**src/rtl/core_pkg.sv**
```systemverilog
// Shared fetch-side definitions for the RV32I core: sequencer states,
// datapath width and instruction alignment helper.
package core_pkg;

  localparam int XLEN = 32;
  localparam logic [1:0] INSTR_ALIGN_MASK = 2'b11;

  typedef enum logic [1:0] {
    BOOT,
    FETCH,
    REDIRECT,
    HALT
  } seq_state_t;

  function automatic logic is_aligned(input logic [1:0] addr_low);
    return (addr_low & INSTR_ALIGN_MASK) == 2'b00;
  endfunction

endpackage

```
**src/rtl/sat_counter.sv**
```systemverilog
// Saturating up-counter; holds at all-ones instead of wrapping.
module sat_counter #(
  parameter int WIDTH = 16
) (
  input  logic             clk,
  input  logic             rst_n,
  input  logic             inc,
  output logic [WIDTH-1:0] count
);

  logic [WIDTH-1:0] count_q;
  logic [WIDTH-1:0] count_d;

  always_comb begin
    count_d = count_q;
    if (inc && (count_q != '1)) begin
      count_d = count_q + WIDTH'(1);
    end
  end

  always_ff @(posedge clk or negedge rst_n) begin
    if (!rst_n) begin
      count_q <= '0;
    end else begin
      count_q <= count_d;
    end
  end

  assign count = count_q;

endmodule

```
**src/rtl/pc_sequencer.sv**
```systemverilog
// Fetch-side controller: owns the PC, issues fetch requests, applies taken
// branches with a timed IF/ID flush, traps misaligned targets.
module pc_sequencer
  import core_pkg::*;
#(
  parameter logic [XLEN-1:0] RESET_PC     = 32'h0000_0000,
  parameter int              FLUSH_CYCLES = 2
) (
  input  logic            clk,
  input  logic            rst_n,
  input  logic            stall,
  input  logic            pcsrc,
  input  logic [XLEN-1:0] branch_target,
  output logic            imem_req,
  output logic [XLEN-1:0] imem_addr,
  input  logic            imem_ready,
  output logic [XLEN-1:0] pc,
  output logic [XLEN-1:0] pc_plus4,
  output logic            fetch_valid,
  output logic            flush,
  output logic            halted,
  output logic [15:0]     taken_cnt
);

  localparam logic [3:0] FLUSH_LOAD = 4'(FLUSH_CYCLES - 1);

  seq_state_t      state_q;
  seq_state_t      state_d;
  logic [XLEN-1:0] pc_q;
  logic [XLEN-1:0] pc_d;
  logic [3:0]      cnt_q;
  logic [3:0]      cnt_d;
  logic            fetch_done;
  logic            taken_inc;
  logic            redirect_ok;

  always_comb begin
    state_d     = state_q;
    pc_d        = pc_q;
    cnt_d       = cnt_q;
    imem_req    = 1'b0;
    flush       = 1'b0;
    taken_inc   = 1'b0;
    redirect_ok = 1'b0;

    case (state_q)
      BOOT: state_d = FETCH;
      FETCH: imem_req = ~stall & ~pcsrc;
      REDIRECT: begin
        flush = 1'b1;
        cnt_d = cnt_q - 4'd1;
        if (cnt_d == 4'd0) begin
          state_d = FETCH;
        end
      end
      default: state_d = HALT;
    endcase

    fetch_done  = imem_req & imem_ready;
    fetch_valid = fetch_done & ~pcsrc;
    if (fetch_valid) begin
      pc_d = pc_q + XLEN'(4);
    end

    // A taken branch overrides everything else this cycle, including a completing fetch.
    redirect_ok = pcsrc & ((state_q == FETCH) | (state_q == REDIRECT));
    if (redirect_ok) begin
      flush = 1'b1;
      if (is_aligned(branch_target[1:0])) begin
        pc_d      = branch_target;
        cnt_d     = FLUSH_LOAD;
        taken_inc = 1'b1;
        state_d   = (FLUSH_CYCLES > 1) ? REDIRECT : FETCH;
      end else begin
        pc_d    = pc_q;
        state_d = HALT;
      end
    end
  end

  always_ff @(posedge clk or negedge rst_n) begin
    if (!rst_n) begin
      state_q <= BOOT;
      pc_q    <= RESET_PC;
      cnt_q   <= 4'd0;
    end else begin
      state_q <= state_d;
      pc_q    <= pc_d;
      cnt_q   <= cnt_d;
    end
  end

  sat_counter #(
    .WIDTH(16)
  ) u_taken_cnt (
    .clk  (clk),
    .rst_n(rst_n),
    .inc  (taken_inc),
    .count(taken_cnt)
  );

  assign pc        = pc_q;
  assign imem_addr = pc_q;
  assign pc_plus4  = pc_q + XLEN'(4);
  assign halted    = (state_q == HALT);

endmodule

```
**config.mk**
```make
export PLATFORM = sky130hd
export DESIGN_NAME = pc_sequencer
export DESIGN_NICKNAME = d
export VERILOG_FILES = /design/src/rtl/core_pkg.sv /design/src/rtl/sat_counter.sv /design/src/rtl/pc_sequencer.sv
export SDC_FILE = /design/constraint.sdc
export NUM_CORES = 1
export LEC_CHECK = 0
export CAP_MARGIN = 20
export CELL_PAD_IN_SITES_DETAIL_PLACEMENT = 1
export CELL_PAD_IN_SITES_GLOBAL_PLACEMENT = 1
export CORE_MARGIN = 2
export CORE_UTILIZATION = 31
export CTS_CLUSTER_DIAMETER = 200
export DETAILED_ROUTE_END_ITERATION = 12
export PLACE_DENSITY_LB_ADDON = 0.1
export SLEW_MARGIN = 15
export SYNTH_ARGS = -nofsm -noshare
export SYNTH_HDL_FRONTEND = slang
export SYNTH_SLANG_ARGS = --single-unit
```
**constraint.sdc**
```tcl
create_clock -name clk -period 2.39 [get_ports clk]
set_clock_uncertainty 0.15 [all_clocks]
set_input_delay 0.478 -clock clk [delete_from_list [all_inputs] [get_ports clk]]
set_output_delay 0.478 -clock clk [all_outputs]
set_load 0.005 [all_outputs]
```
==> metrics.md <==
| Metric | Value |
|---|---|
| Critical path endpoint category | `flop` |
| Status | `finished, violations left` |
| Max Clock Freq | `380 MHz` |
| Crit path cell chain | `nand4_4 -> nor4_4 -> buf_6 -> buf_6 -> nand4_1 -> buf_4 -> buf_4 -> buf_4 -> buf_4 -> buf_4 -> buf_4 -> o22ai_1 -> a2bb2oi_2` |
| Dpl ws | `-0.300 ns` |
| Top-area cell type share of the netlist area | `37.6%` |
| Initial antenna violation count | `0` |
| Setup crit start kind | `flop` |
| Hold_ws | `0.352 ns` |
| Post-synth top cells | `dfrtp_1, nand2_1, buf_4` |
| Final WL | `14400 um` |
| N_diodes | `0` |
| CP peak stage delay | `0.40 ns` |
| Measured slew at the worst slew-check pin | `~0.5 ns` |
| Drt initial violations | `around 160` |
| Synthesized net count | `445` |
| Synth top area cells | `dfrtp_1, xnor2_1, buf_4, nand2_1, nor2_1` |
| Leak | `between 3 and 4 nW` |
| Final setup viols | `22` |
| Tcrit/Tclk final | `110%` |
| Syn Inst Count | `400` |
| Arr. time, crit path | `around 2.7 ns` |
| Via density | `5.09` |
| Starting Density | `around a third` |
| Ports | `153` |
| TritonCTS clock tree | `done` |
| Count of final hold-check violations | `0` |
| Number of flops mapped to enable cells by yosys | `0` |
| DR DRC count | `0` |
| CP max-delay cell | `dfrtp_1` |
| Final Slew Violations | `0` |
| Max Root-Sink Buffers | `2` |
| CP Class | `flop to flop` |
| Fin nets | `about 700` |
| Unrepaired setup endpoints after global routing | `yes` |
| Antenna Violating Nets Remaining | `0` |
| Total track usage | `21.7%` |
| First-pass GRT wire length | `around 22000 um` |
| Max Cap Violations | `0` |
| HPWL after DPL | `a little under 10000 um` |
| Final instance area | `roughly 6500 sq um` |
| Routability Congestion | `0.788` |
| Power density over the cells | `273 nW/um^2` |
| Synth cell types | `54` |
| H-tree depth | `2` |
| Synth Register Bits | `54` |
| Clock root buffer | `clkbuf_16` |
| Global route overflow | `0` |
| Die height | `112 um` |
| Total number of vias | `4028` |
| VDD IR max | `between 0.3 and 0.4 mV` |
| Drt pass-1 iters | `4` |
| Clock-pin slew on the worst setup and hold paths | `roughly 0.08 ns` |
| Async S/R FF share, synth | `100%` |
| Syn_area_per_cell | `8.98 sq um` |
| Placed insts | `around 730` |
| Largest net degree at the start of global routing | `47` |
| Crit path max-delay family | `buffers and inverters` |
| Most frequent cell after synthesis | `dfrtp_1` |
| CTS Sinks | `54` |
| Dpl cell area | `5640 sq um` |
| Ys Warns | `0` |
| Slew headroom | `66.7%` |
| Core Footprint | `11400 sq um` |
| Cell accounting for the most synthesized area | `dfrtp_1` |
| Failing checks | `setup timing` |
| Die ar. | `12500 sq um` |
| Buf+Inv Stages, Crit Path | `8` |
| Most used DFF post-synth | `dfrtp_1` |
| # rows | `39` |
| Most used cell along the critical path | `buf_4` |
| Vias in the first global route | `4268` |
| Clk_lat worst skew | `between 0.2 and 0.3 ns` |
| Post-layout min period | `approximately 2.6 ns` |
| Min-delay worst type | `flop to flop` |
| Chip Width | `112 um` |
| Critical Path RT | `2.42 ns` |
| Share of layout cells above drive strength 1 | `35.2%` |
| Mapped Area | `roughly 3600 sq um` |
| P&R area growth vs syn | `81.4%` |
| Setup TNS | `-3.03 ns` |
| FILL cells | `~1300` |
| Crit-path max FO | `4` |
| Wire per inst | `18.2 um` |
| Num CTS Buffers | `5` |
| Port Buf Inserts | `152` |
| Post-synthesis sequential area ratio | `~38%` |
| Non-Filler Instances | `791` |
| Final worst slack | `-0.241 ns` |
## final timing paths
path                                      start              endpoint  slack (ns)  cells after the start
max in group asynchronous                 rst_n          imem_addr[2]        0.96                      3
min                        u_taken_cnt.count[6]  u_taken_cnt.count[6]        0.35                      1
min reg2reg                u_taken_cnt.count[6]  u_taken_cnt.count[6]        0.35                      1
max                                imem_addr[6]         imem_addr[25]       -0.24                     13
max reg2reg                        imem_addr[6]         imem_addr[25]       -0.24                     13
min in group asynchronous                 rst_n         imem_addr[18]        0.45                      2
## cell families after synthesis
family,Yosys count,synth area share [%]
buf+inv,61,10.1
simple gates,147,22.7
compound gates,83,15.1
xor+xnor,43,10.5
flops,54,37.6
mux,4,1.18
fa+ha+maj,8,2.79
## repair_timing
item | in CTS | in global routing
pin swaps | 22 | 19
gates resized for setup | 140 | 41
cloned | 0 | 0
endpoints found under the setup margin | 31 | 31
hold buffers | 1 | 0
endpoints found under the hold margin | 9 | 0
setup buffers | 39 | 17
## report_power, final
part	internal, mW	total [mW]	switching, mW
sequential	0.913	0.913	0
combinational	0.0570	0.0895	0.0325
clock	0.403	0.778	0.375
## registers in the layout, indices dropped and copies added, names as in the netlist
| name | cells |
|---|---|
| u_taken_cnt.count | 16 |
| cnt_q | 4 |
| imem_addr | 32 |
| state_q | 2 |
## cell usage in the layout, fill, tap and decap left out, types with 11 or more instances in the layout
| master | Yosys | layout |
|---|---|---|
| clkdlybuf4s50_1 | 0 | 121 |
| buf_4 | 34 | 115 |
| dfrtp_1 | 54 | 53 |
| nand2_1 | 37 | 34 |
| nor2_1 | 33 | 30 |
| buf_2 | 4 | 22 |
| xnor2_1 | 31 | 20 |
| buf_6 | 0 | 20 |
| o21ai_0 | 17 | 17 |
| a21oi_1 | 17 | 16 |
| nand4_1 | 12 | 12 |
| xnor2_2 | 0 | 11 |
| o22ai_1 | 11 | 11 |
## through the flow
step	total power, mW	utilization [%]
6_report	1.78	57.3
3_5_place_dp	1.02	49.6
3_3_place_gp	1.02	49.6
4_1_cts	1.79	54.7
5_1_grt	1.85	57.3
2_1_floorplan	0.934	-
## layout make-up
cell class                 instances  area, sq um  share of cell area (%)
timing repair buffer             292         2580                    39.7
tap                              143          179                    2.75
clock inverter                     3         28.8                   0.442
multi-input combinational        285         2210                    33.9
inverter                           9         35.0                   0.538
sequential                        54         1350                    20.8
clock buffer                       5          125                    1.92
## routing by layer
layer	vias to the layer above	GRT usage [%]	part of all wire, %
li1	1883	-	-
met1	2026	26.5	42
met2	105	40.8	53
met3	14	3.43	3.5
met4	0	3.21	1.2
met5	-	0	0
(Power assumes the default switching activity.)
